`src/rtl/load_align_unit.sv`:
```
// load_align_unit: issues one or two aligned bus reads per load, then merges,
// extracts and sign/zero-extends the addressed bytes into an XLEN result.
module load_align_unit #(
  parameter int XLEN        = 32,
  parameter int ADDR_W      = 32,
  parameter bit MISALIGN_EN = 1'b1
) (
  input  logic              clk,
  input  logic              rst_n,
  input  logic              req_valid,
  output logic              req_ready,
  input  logic [ADDR_W-1:0] req_addr,
  input  logic [2:0]        req_funct3,
  output logic              mem_req_valid,
  input  logic              mem_req_ready,
  output logic [ADDR_W-1:0] mem_req_addr,
  input  logic              mem_rsp_valid,
  input  logic [XLEN-1:0]   mem_rsp_data,
  output logic              rsp_valid,
  input  logic              rsp_ready,
  output logic [XLEN-1:0]   rsp_data,
  output logic              rsp_fault
);
  localparam int NB = XLEN / 8;
  localparam int OW = $clog2(NB);

  typedef enum logic [2:0] {IDLE, REQ0, WAIT0, REQ1, WAIT1, RESP} state_t;

  state_t            r_state;
  logic [OW-1:0]     r_off;
  logic [2:0]        r_f3;
  logic              r_cross;
  logic [XLEN-1:0]   r_beat0;
  logic [ADDR_W-1:0] r_mem_addr;
  logic [XLEN-1:0]   r_rsp_data;
  logic              r_rsp_fault;

  logic [OW-1:0] w_off;
  logic [3:0]    w_size;
  logic          w_cross;
  logic          w_illegal;
  logic          w_fault;

  assign w_off     = req_addr[OW-1:0];
  assign w_size    = 4'd1 << req_funct3[1:0];
  assign w_cross   = (5'(w_off) + 5'(w_size)) > 5'(NB);
  assign w_illegal = (req_funct3 == 3'b111) ||
                     ((XLEN == 32) && (req_funct3 == 3'b011 || req_funct3 == 3'b110));
  assign w_fault   = w_illegal || (w_cross && !MISALIGN_EN);

  assign req_ready     = r_state == IDLE;
  assign mem_req_valid = (r_state == REQ0) || (r_state == REQ1);
  assign mem_req_addr  = r_mem_addr;
  assign rsp_valid     = r_state == RESP;
  assign rsp_data      = r_rsp_data;
  assign rsp_fault     = r_rsp_fault;

  // Mask keeps the low size*8 bits; the mask's top bit selects the sign bit.
  function automatic logic [XLEN-1:0] f_ext(input logic [2*XLEN-1:0] m,
                                           input logic [OW-1:0] off,
                                           input logic [2:0] f3);
    logic [2*XLEN-1:0] sh;
    logic [XLEN-1:0]   lo;
    logic [XLEN-1:0]   mask;
    logic              sgn;
    sh   = m >> {off, 3'b000};
    lo   = sh[XLEN-1:0];
    mask = {XLEN{1'b1}} >> (7'(XLEN) - (7'd8 << f3[1:0]));
    sgn  = ~f3[2] & |(lo & (mask ^ (mask >> 1)));
    return (lo & mask) | ({XLEN{sgn}} & ~mask);
  endfunction

  always_ff @(posedge clk or negedge rst_n) begin
    if (!rst_n) begin
      r_state     <= IDLE;
      r_off       <= '0;
      r_f3        <= '0;
      r_cross     <= 1'b0;
      r_beat0     <= '0;
      r_mem_addr  <= '0;
      r_rsp_data  <= '0;
      r_rsp_fault <= 1'b0;
    end else begin
      case (r_state)
        IDLE: if (req_valid) begin
          r_off       <= w_off;
          r_f3        <= req_funct3;
          r_cross     <= w_cross;
          r_rsp_data  <= '0;
          r_rsp_fault <= w_fault;
          r_mem_addr  <= w_fault ? r_mem_addr : {req_addr[ADDR_W-1:OW], {OW{1'b0}}};
          r_state     <= w_fault ? RESP : REQ0;
        end
        REQ0, REQ1: if (mem_req_ready) r_state <= (r_state == REQ0) ? WAIT0 : WAIT1;
        WAIT0: if (mem_rsp_valid) begin
          r_beat0 <= mem_rsp_data;
          if (r_cross) begin
            r_mem_addr <= r_mem_addr + ADDR_W'(NB);
            r_state    <= REQ1;
          end else begin
            r_rsp_data <= f_ext({{XLEN{1'b0}}, mem_rsp_data}, r_off, r_f3);
            r_state    <= RESP;
          end
        end
        WAIT1: if (mem_rsp_valid) begin
          r_rsp_data <= f_ext({mem_rsp_data, r_beat0}, r_off, r_f3);
          r_state    <= RESP;
        end
        RESP: if (rsp_ready) r_state <= IDLE;
        default: r_state <= IDLE;
      endcase
    end
  end
endmodule
```
`config.mk`:
```
export PLATFORM = sky130hd
export DESIGN_NAME = load_align_unit
export DESIGN_NICKNAME = d
export VERILOG_FILES = /design/src/rtl/load_align_unit.sv
export SDC_FILE = /design/constraint.sdc
export NUM_CORES = 1
export LEC_CHECK = 0
export ABC_AREA = 0
export BUFFER_PORTS_ARGS = -buffer_cell sky130_fd_sc_hd__buf_2
export CAP_MARGIN = 0
export CORE_ASPECT_RATIO = 1.4
export CORE_MARGIN = 4
export CORE_UTILIZATION = 40
export DETAILED_ROUTE_END_ITERATION = 8
export SETUP_SLACK_MARGIN = 0.2
export SLEW_MARGIN = 10
export SYNTH_ARGS = -nofsm -noshare
export SYNTH_HDL_FRONTEND = slang
export SYNTH_SLANG_ARGS = --single-unit
export TNS_END_PERCENT = 100
```
`constraint.sdc`:
```
create_clock -name clk -period 2.4 [get_ports clk]
set_clock_uncertainty 0.1 [all_clocks]
set_input_delay 0.12 -clock clk [delete_from_list [all_inputs] [get_ports clk]]
set_output_delay 0.12 -clock clk [all_outputs]
set_load 0.05 [all_outputs]
```
==> flow_summary.toml <==
[layout]
drive_gt1_share_pct = 37.1
antenna_cells = 0
final_area_sq_mm = 0.00921
area_growth_pct = 37.9
nets = 1039
instances_no_fill = 1161
utilization_pct = 56.5

[power]
peakVddDrop_mv = 0.766
power-per-cell-area_mw_per_mm2 = 1400
switching_share_pct = 49.8
total_power_mw = 12.9
leakage_nw = 4.25
intPower_mw = 6.50
power_switching_mw = 6.44
p_seq_share_pct = 26.0
clock_power_share_pct = 12.0
pwr-share-comb_pct = 62.0

[place]
portBuffers = 138
dpl.hpwl_mm = 15.8
dp_slack_ns = -0.150
dp_cells = 1063
gp_congestion = 0.862
placed_area_sq_mm = 0.00791

[min_path]
hold_class = "input port to flop"
hold_path_startpoint = "req_addr[5]"

[global_routing]
grt.total_usage_pct = 23.4
grt_pass1_vias = 6800
overflow = 0
grt_pass1_wl_mm = 34.9
antenna_found_initial = 0
grt_max_degree = 51

[detailed_routing]
routed-wl-met3_mm = 1.26
route.detailed.drc = 0
firstDrtPassIters = 5
highest_layer = "met4"
wl_met1_mm = 8.73
wl_per_cell_microns = 19.2
first_iter_violations = 459
wl_met2_mm = 11.2
wl_mm = 22.3
num_vias = 6727
drtAntennaViolNets = 0
vias_per_cell = 5.79

[logic_synthesis]
ys_ff_latch = 104
async_flop_share_pct = 100
synth_area_leaders = "dfrtp_1 39%, mux2_2 9.4%, a21oi_1 5.8%"
synth_most_common_cell = "dfrtp_1"
synth_enable_flop_cells = 0
synth_top_area_share_pct = 39.0
synth_area_per_cell_sq_um = 9.19
synth_area_sq_mm = 0.00668
dominantRegCellSynth = "dfrtp_1"
synth_cell_types = 75
yosysWarnings = 0
syn-instance-count = 727
synthTopCellsByCount = "104 x dfrtp_1, 77 x a21oi_1, 69 x nor2_1"
yosysSeqAreaShare_pct = 39.0
synth_top_area_cell = "dfrtp_1"

[critical_path]
critPathArrivalTime_ns = 2.58
worstPathCellList = "buf_6 -> ha_4 -> mux2_4 -> a221oi_4 -> a211oi_4 -> o21ai_2 -> a21boi_2 -> or3_1"
rr_startpoint = "r_f3[0]"
cp_slowest_cell = "dfrtp_1"
critPathKind = "flop to flop"
crit_start = "r_f3[0]"
cp_max_fo = 8
critPathCaptureType = "flop"
start_kind = "flop"
path_buf_inv = 1
cp.required_ns = 2.52
max_stage_delay_ns = 0.42
worst_path_dominant_cell_family = "compound AO/OA/AOI/OAI gates"

[timing]
slew-limit-headroom_pct = 52.1
finalHoldViolCount = 0
maxSlewViolCount = 0
fmax_mhz = 407
fin_ws_ns = -0.0581
setup_viol = 16
grt_setup_unrepaired = "yes"
min_period_over_period_pct = 102
worst_pin_slew_ns = 0.719
hold_slack_ns = 0.00684
fin_crit_ns = 2.46
final.setup.tns_ns = -0.490

[run_status]
failed_checks = "negative setup slack"
status = "finished with violations"

[clocking]
path_clk_slew_ns = 0.08
cts_buffers = 9
clkSinkCount = 104
tritoncts = "yes"
clk_latency_ns = 0.36
root_buffer = "clkbuf_16"
cts.path.max_buffers = 2
h-tree-depth = 3

[floorplan]
core_sq_mm = 0.0163
die_width_microns = 117
fp-row-count = 55
fp.dieH_microns = 161
initial_core_util_pct = 41.0
ios = 141
die_area_sq_mm = 0.0189

[flow_run]
cap_violations = 0
## layout make-up
class,instances,area [sq um]
fill,1446,7100
timing repair buffer,265,1880
sequential,104,2620
clock buffer,11,243
clock inverter,5,65.1
multi-input combinational,560,4080
tap,199,249
inverter,17,71.3
## state kept, by name (all words and copies together), names as in the netlist
| signal | flops |
|---|---|
| rsp_fault | 1 |
| mem_req_addr | 30 |
| r_f3 | 3 |
| r_cross | 1 |
| r_off | 2 |
| rsp_data | 32 |
| r_beat0 | 32 |
| r_state | 3 |
## layout by cell type, fill, tap and decap left out, types with 8 or more instances in the layout
| master | synthesis | final |
|---|---|---|
| o31ai_1 | 15 | 15 |
| buf_6 | 2 | 8 |
| nand3_1 | 16 | 10 |
| buf_2 | 10 | 137 |
| dfrtp_2 | 0 | 16 |
| dlygate4sd3_1 | 0 | 55 |
| dfrtp_1 | 104 | 88 |
| inv_1 | 15 | 13 |
| o21ai_0 | 44 | 42 |
| mux2_2 | 56 | 56 |
| nor3_1 | 16 | 11 |
| mux2i_1 | 29 | 28 |
| o22ai_1 | 15 | 14 |
| nor2_1 | 69 | 68 |
| a21oi_1 | 77 | 75 |
| clkbuf_16 | 0 | 9 |
| buf_4 | 2 | 60 |
| a211o_1 | 25 | 25 |
| nand2_1 | 67 | 65 |
## metal layers
metal	up-vias	track usage, %
li1	3148	-
met1	3250	27.6
met2	271	39.3
met3	58	3.92
met4	0	13.7
met5	-	0
## tightest hold or removal path: stages
cell and delay (ns):
buf_2 0.09, o21ai_0 0.08, a21oi_1 0.14
## worst paths after layout
check,to,slack (ns),depth (start not counted)
setup / recovery,rsp_data[4],-0.06,8
hold / removal,mem_req_addr[5],0.007,3
max in group asynchronous,r_f3[1],1.22,3
min in group asynchronous,r_beat0[4],0.27,2
setup reg to reg,rsp_data[4],-0.06,8
hold reg to reg,rsp_fault,0.38,2
## what timing repair did
item / in CTS / in global routing
gates resized for setup: 37 / 17
endpoints found under the setup margin: 33 / 46
buffers inserted: 18 / 9
hold buffers: 55 / 0
hold endpoints to repair: 108 / 0
pin swaps: 26 / 15
## cell families after synthesis
| kind of cell | share of synthesized area (%) |
|---|---|
| flip-flops | 39.0 |
| adder cells (fa/ha/maj) | 1.80 |
| buffers and inverters | 4.12 |
| XOR/XNOR | 0.131 |
| AND/OR/NAND/NOR | 15.9 |
| multiplexers | 15.0 |
| other | 0.0561 |
| AO/OA/AOI/OAI | 24.1 |
## power by group through the flow
| stage | Combinational [mW] | Clock (mW) | Sequential [mW] |
|---|---|---|---|
| after detailed placement | 7.38 | 0 | 3.34 |
| final | 8.02 | 1.55 | 3.37 |
| after global routing | 8.62 | 1.67 | 3.45 |
| after CTS | 7.87 | 1.60 | 3.32 |
| after floorplan | 3.95 | 0 | 4.63 |
| after global placement | 7.27 | 0 | 3.30 |
No activity file was read; power rests on OpenSTA's default activity.
